[config.mk]
export PLATFORM = sky130hd
export DESIGN_NAME = mvm
export DESIGN_NICKNAME = d
export VERILOG_FILES = /design/src/rtl/mvm_pkg.sv /design/src/rtl/mvm_mac.sv /design/src/rtl/mvm.sv
export SDC_FILE = /design/constraint.sdc
export NUM_CORES = 1
export LEC_CHECK = 0
export ABC_AREA = 1
export BUFFER_PORTS_ARGS = -buffer_cell sky130_fd_sc_hd__buf_2
export CAP_MARGIN = 15
export CORE_MARGIN = 2
export CORE_UTILIZATION = 54
export CTS_CLUSTER_DIAMETER = 150
export CTS_CLUSTER_SIZE = 24
export DETAILED_ROUTE_END_ITERATION = 10
export HOLD_SLACK_MARGIN = 0.1
export PLACE_DENSITY = 0.72
export SLEW_MARGIN = 20
export SYNTH_ARGS = -nofsm -noshare
export SYNTH_HDL_FRONTEND = slang
export SYNTH_HIERARCHICAL = 1
export SYNTH_SLANG_ARGS = --single-unit
[constraint.sdc]
create_clock -name i_clk_mvm -period 6.8 [get_ports i_clk_mvm]
set_clock_uncertainty 0.1 [all_clocks]
set_input_delay 0.68 -clock i_clk_mvm [delete_from_list [all_inputs] [get_ports i_clk_mvm]]
set_output_delay 0.68 -clock i_clk_mvm [all_outputs]
set_load 0.05 [all_outputs]
[src/rtl/mvm_pkg.sv]
// rtl/mvm_pkg.sv - shared sizes, state encoding and word types for the mvm engine
package mvm_pkg;

    localparam int N    = 4;
    localparam int DW   = 4;
    localparam int ACCW = 10;
    localparam int CNTW = $clog2(N * N);
    localparam int IDXW = $clog2(N);

    typedef enum logic {
        IDLE = 1'b0,
        BUSY = 1'b1
    } mvm_state_t;

    typedef logic [DW-1:0]   data_t;
    typedef logic [ACCW-1:0] acc_t;
    typedef logic [CNTW-1:0] cnt_t;
    typedef logic [IDXW-1:0] idx_t;

endpackage

[src/rtl/mvm_mac.sv]
// rtl/mvm_mac.sv - one row multiply-accumulate with clear, enable and saturated look-ahead
module mvm_mac
    import mvm_pkg::*;
(
    input  logic  clk,
    input  logic  rst,
    input  logic  clr,
    input  logic  en,
    input  data_t w,
    input  data_t x,
    output data_t sat_next
);

    logic [2*DW-1:0] prod;
    acc_t            acc;
    acc_t            acc_sum;
    acc_t            acc_view;

    assign prod    = {{DW{1'b0}}, w} * {{DW{1'b0}}, x};
    assign acc_sum = acc + {{(ACCW-2*DW){1'b0}}, prod};

    // Saturate the value the row holds once this edge's product is included,
    // so the top can capture the final sum on the same edge that adds it.
    always_comb begin
        acc_view = en ? acc_sum : acc;
        sat_next = (|acc_view[ACCW-1:DW]) ? '1 : acc_view[DW-1:0];
    end

    // Accumulator: clear wins over accumulate so a restart never mixes runs.
    always_ff @(posedge clk) begin
        if (rst) begin
            acc <= '0;
        end else if (clr) begin
            acc <= '0;
        end else if (en) begin
            acc <= acc_sum;
        end
    end

endmodule

[src/rtl/mvm.sv]
// rtl/mvm.sv - 4x4 matrix-vector multiply with serial weights and saturated row outputs
module mvm
    import mvm_pkg::*;
(
    input  logic  i_clk_mvm,
    input  logic  i_rst_mvm,
    input  logic  i_start_mvm,
    input  data_t i_x_bn [N-1:0],
    input  data_t i_w_mvm,
    output logic  o_ismvm,
    output data_t o_wx_result [N-1:0]
);

    mvm_state_t state;
    mvm_state_t state_next;
    cnt_t       k;
    data_t      x_reg [N-1:0];
    data_t      sat_row [N-1:0];
    logic [N-1:0] row_en;
    logic       busy;
    logic       last;
    logic       clr;
    idx_t       row;
    idx_t       col;

    assign row = k[CNTW-1:IDXW];
    assign col = k[IDXW-1:0];

    // State register.
    always_ff @(posedge i_clk_mvm) begin
        if (i_rst_mvm) begin
            state <= IDLE;
        end else begin
            state <= state_next;
        end
    end

    // Next state: a start on the final busy edge chains straight into a new run.
    always_comb begin
        state_next = state;
        case (state)
            IDLE:    if (i_start_mvm) state_next = BUSY;
            BUSY:    if (last && !i_start_mvm) state_next = IDLE;
            default: state_next = IDLE;
        endcase
    end

    // Control decode: busy flag, final-weight edge and run (re)start.
    always_comb begin
        busy    = (state == BUSY);
        last    = busy && (k == cnt_t'(N*N-1));
        clr     = i_start_mvm && (!busy || last);
        o_ismvm = busy;
    end

    // Weight index; wraps to zero after the last weight of a run.
    always_ff @(posedge i_clk_mvm) begin
        if (i_rst_mvm) begin
            k <= '0;
        end else if (clr) begin
            k <= '0;
        end else if (busy) begin
            k <= k + cnt_t'(1);
        end
    end

    // Input vector is captured once per run so later changes cannot leak in.
    always_ff @(posedge i_clk_mvm) begin
        for (int i = 0; i < N; i++) begin
            if (i_rst_mvm) begin
                x_reg[i] <= '0;
            end else if (clr) begin
                x_reg[i] <= i_x_bn[i];
            end
        end
    end

    for (genvar r = 0; r < N; r++) begin : g_row
        assign row_en[r] = busy && (row == idx_t'(r));

        mvm_mac u_mac (
            .clk      (i_clk_mvm),
            .rst      (i_rst_mvm),
            .clr      (clr),
            .en       (row_en[r]),
            .w        (i_w_mvm),
            .x        (x_reg[col]),
            .sat_next (sat_row[r])
        );
    end

    // Results hold during a run and update only on its final edge.
    always_ff @(posedge i_clk_mvm) begin
        for (int i = 0; i < N; i++) begin
            if (i_rst_mvm) begin
                o_wx_result[i] <= '0;
            end else if (last) begin
                o_wx_result[i] <= sat_row[i];
            end
        end
    end

endmodule

== Word level (Yosys, flattened, before mapping) ==
Memory sizes are Yosys's and may differ from the RTL's. A register that Yosys moved wholly into a read port is not among the register bits.
Cells that the tools add are included.
Widths: inputs -> output; s select.
Storage, ports and cells
  register bits: 61
  bits in writable memories: 16
  input bits: 23
  output and inout bits: 17
  word-level logic and storage cells: 64
  memories kept: 1
Operators by class
  add/subtract/negate cells: 5
  $mul: 1
  eq/ne operators: 4
  muxes and demuxes: 22
  bitwise operators: 5
  reductions and logical operators: 16
Memories
  x_reg: depth 4, width 4, read ports 1, clocked after Yosys merged registers in 1, write ports 4, line mvm.sv:17  | data_t x_reg [N-1:0];
Operator list (number)
  $add 10x8->10: 4
  $mux 10: 4
  $mux 4: 8
  $reduce_or 6->1: 4
  $mul 4x4->8: 1
  $logic_and 1x1->1: 7
  $mux 1: 7
  $add 4x1->4 const B: 1
  $eq 2x2->1 const B: 2
  $eq 4x4->1 const B: 1
  $mux 2: 2
  $or 1x1->1: 4
  $eq 2x1->1 const B: 1
  $logic_not 1->1: 2
  $logic_not 2->1: 1
  $pmux 1 s2: 1
  $reduce_or 2->1: 1
  $logic_or 1x1->1: 1
  $not 1->1: 1

== Logic depth before layout (Yosys ltp) ==
  word-level depth: 8
  gate-level depth with buffers: 26
  depth with buffers taken out: 25

== Cells and area by module ==
The synthesis kept the hierarchy.
Modules (own cells, without submodules)
  mvm: times used 1, cells an instance 190, area an instance 1715.4 µm², sequential area each 940.9 µm²
  mvm_mac (g_row[2].u_mac): times used 1, cells an instance 201, area an instance 1347.5 µm², sequential area each 200.2 µm²
  mvm_mac (g_row[0].u_mac): times used 1, cells an instance 194, area an instance 1337.5 µm², sequential area each 200.2 µm²
  mvm_mac (g_row[1].u_mac): times used 1, cells an instance 194, area an instance 1297.5 µm², sequential area each 200.2 µm²
  mvm_mac (g_row[3].u_mac): times used 1, cells an instance 194, area an instance 1287.5 µm², sequential area each 200.2 µm²

== Worst setup path before layout ==
Ideal clock, no wire load.
  path type: reg2reg
  start point: register (tool-made name)
  end point: register o_wx_result[6] (netlist name)
  setup time: 118 ps
  data arrival time: 4530 ps
  data required time: 6582 ps
  setup slack: 2052 ps
  cell stages (with the launch flop): 23
  buffers on the path: 1
  clock period less this slack: 4748 ps
  path through: dfxtp_1 -> buf_2 -> inv_1 -> o21ai_0 -> o21ai_0 -> nand2_1 -> fa_1 -> fa_1 -> fa_1 -> inv_1 -> ha_1 -> inv_1 -> nand2_2 -> nand3_1 -> nand2_1 -> nand2_1 -> nand3_1 -> nand2_1 -> nand2_1 -> nor2_2 -> nand3_1 -> nor3_1 -> nor2_1
RTL lines
  end signal: indexed assignment: line mvm.sv:98  | o_wx_result[i] <= sat_row[i];
  end: declaration: line mvm.sv:11  | output data_t o_wx_result [N-1:0]

==> results.yml <==
run_status:
  status: "finished clean"
synth:
  synth_top_family_by_area: "simple AND/OR/NAND/NOR gates"
  syn_area_per_cell_um2: 7.18
  netlist_area_um2: 6990
  synth-edff-count: 16
  synth_mux_area_share_pct: 1.15
  yosys-top-cells-area: "dfxtp_1, ha_1, inv_1, nand2_1, fa_1"
  synth_top_area_cell: "dfxtp_1"
  async_reset_ff_share_pct: 0
  seq_area_frac_synth_pct: 24.9
  synthCells: 973
  ys.flop_type: "dfxtp_1"
  synth-xor-area-share_pct: 0.251
  yosysUniqueCellTypes: 43
  synth.net_count: 1105
  ys_ff_latch: 79
  synth-simple-area-share_pct: 29.7
  yosys_warnings: 6
  synth_adder_area_share_pct: 23.4
  synth-compound-area-share_pct: 6.05
  yosys.area.top_type_share_pct: 18.1
clocking:
  cts_buffers: 9
  clockBufferDepth: 2
  htreeDepth: 3
  post_cts_buffers: 0
  cts_sinks: 79
  ctsResizeCount: 0
  clk_latency_ps: 350
  cts_hold_buf: 0
  cts_root_buf: "clkbuf_16"
  clkSlewWorstSetupHoldPaths_ps: 70
  cts_tree: "yes"
sta:
  relSlewSlack_pct: 48.3
  hold_viol: 0
  finalHoldWorstSlack_ps: 386
  rsz0062_at_grt: "false"
  drv_slew: 0
  fmax_mhz: 217
  period_share_pct: 67.7
  setup_viol: 0
  tightest_slew_ps: 773
  fin_tns_setup_ps: 0
  final.min_clock_period_ps: 4600
worst_setup_path:
  critical_path_class: "register to register"
  worst_ep_arrival_time_ps: 4730
  crit_path_end_kind: "register"
  cp_max_fo: 16
  worstSetupStartpointType: "register"
  cp.required_ps: 6930
  crit_path_frequent_cell: "nand2_1"
  crit_path_max_incr_delay_ps: 520
  worstPathCellList: "nor2_1 -> nor2_1 -> o21ai_0 -> o21ai_1 -> buf_4 -> nand2_1 -> fa_1 -> fa_1 -> fa_1 -> inv_1 -> ha_1 -> inv_1 -> nand2_2 -> nand3_1 -> nand2_1 -> nand2_1 -> nand3_1 -> nand2_1 -> nand2_1 -> nor2_2 -> nand3_1 -> nor3_1 -> nor2_1"
  worst_path_max_delay_cell: "fa_1"
place:
  portBuffers: 39
  dpl.hpwl_um: 11200
  gp_congestion: 0.878
finish:
  area_growth_syn_to_layout_pct: 8.78
  final_nets: 1145
  largest_reg_flops: 40
  mostFrequentLayoutCells: "inv_1, nand2_1, nor2_1"
  fillers: 1215
  antenna_cells: 0
  layout_commonest_cell: "inv_1"
  drive_gt1_share_pct: 13.8
routing:
  antenna_left: 0
  routed_wl_um: 14400
  route.detailed.drc: 0
  drtIter0Drc: 298
  wire_per_inst_um: 12.1
  vias: 5796
  via_per_inst: 4.87
  drt_pass1_iterations: 5
flow_run:
  maxCapViolCount: 0
floorplanning:
  die_w_um: 118
  initial_utilization_pct: 55.4
  die_area_um2: 13900
  ios: 40
  die_h_um: 118
  core_um2: 12600
  rows: 41
grt:
  track_usage_pct: 22.2
  grt_pass1_vias: 5690
  grt-ovfl-total: 0
  grt_max_degree: 22
  grt_first_pass_wirelength_um: 25300
  antenna_found_initial: 0
power_and_ir_drop:
  power_leakage_nw: 4.39
  powerDensity_nw_per_um2: 186
  vdd_drop_max_mv: 0.134
hold_path:
  hold_class: "register to register"
## layer usage
metal | share of wire (%) | vias to the layer above | global-route usage [%]
met3 | 4.1 | 28 | 3.73
met4 | 2.5 | 0 | 9.49
li1 | - | 3050 | -
met5 | 0 | - | 0
met2 | 46 | 117 | 37.1
met1 | 48 | 2601 | 28.5
## report_power, final
group	switching [mW]	internal [mW]	total, mW
Sequential	0.00707	0.491	0.498
Combinational	0.288	0.162	0.449
Clock	0.216	0.251	0.467
## per-stage QoR
stage / setup WS [ps] / instances / util [%] / cell area [µm²] / total power [mW]
after floorplan: 2050 / 973 / - / 6990 / 0.856
after global placement: 2380 / 1174 / 58.0 / 7320 / 0.947
after detailed placement: 2320 / 1174 / 58.0 / 7320 / 0.956
after CTS: 2200 / 1190 / 60.2 / 7600 / 1.43
after global routing: 1810 / 1190 / 60.2 / 7600 / 1.53
final: 2200 / 1190 / 60.2 / 7600 / 1.41
## worst paths after layout
path / slack [ps] / cells past startpoint / startpoint / endpoint
worst max-delay path: 2200 / 23 / register / o_wx_result[4]
worst min-delay path: 390 / 2 / g_row[2].u_mac/acc[9] / g_row[2].u_mac/acc[9]
worst max register to register: 2200 / 23 / register / o_wx_result[4]
worst min register to register: 390 / 2 / g_row[2].u_mac/acc[9] / g_row[2].u_mac/acc[9]
## cells by family (layout without fill, tap and decap cells)
kind of cell	Yosys count	count (layout)
xor gates and xnor gates	2	2
and+or+nand+nor	447	447
buffers and inverters	251	296
muxes	8	8
adders and majority gates	109	109
DFF	79	79
AOI/OAI and AO/OA	77	77
## synthesized netlist by cell type (2+ instances only)
| cell | count |
|---|---|
| nand3_1 | 63 |
| nand2_1 | 209 |
| nor3_1 | 18 |
| buf_2 | 3 |
| buf_4 | 3 |
| buf_6 | 6 |
| dfxtp_1 | 63 |
| a21oi_2 | 2 |
| nand2_2 | 26 |
| o21ai_0 | 24 |
| or2_2 | 4 |
| a21oi_1 | 31 |
| mux2i_1 | 8 |
| a22oi_1 | 3 |
| inv_1 | 227 |
| nor2_1 | 83 |
| fa_1 | 36 |
| nand3b_1 | 4 |
| nor2_4 | 4 |
| nand3_2 | 11 |
| nor2_2 | 17 |
| a21o_1 | 2 |
| clkbuf_1 | 4 |
| ha_1 | 73 |
| inv_2 | 5 |
| nand2_4 | 2 |
| nand4_1 | 2 |
| o21ai_1 | 9 |
| o21ai_2 | 2 |
| edfxtp_1 | 16 |
## final cells by class
class / count / area, µm² / area share, %
inverter: 233 / 875 / 11.5
timing repair buffer: 47 / 255 / 3.36
multi-input combinational: 643 / 4230 / 55.7
tap: 172 / 215 / 2.83
clock inverter: 7 / 55.1 / 0.725
sequential: 79 / 1740 / 22.9
clock buffer: 9 / 225 / 2.96
## worst max-delay path: cells and delay by family (launching register included)
kind            cells  cell delay, ps
fa+ha+maj           4            1890
simple gates       14            1430
flops               1             490
buf+inv             3             390
compound gates      2             170
Note: power is estimated with default switching activity, not from simulation.
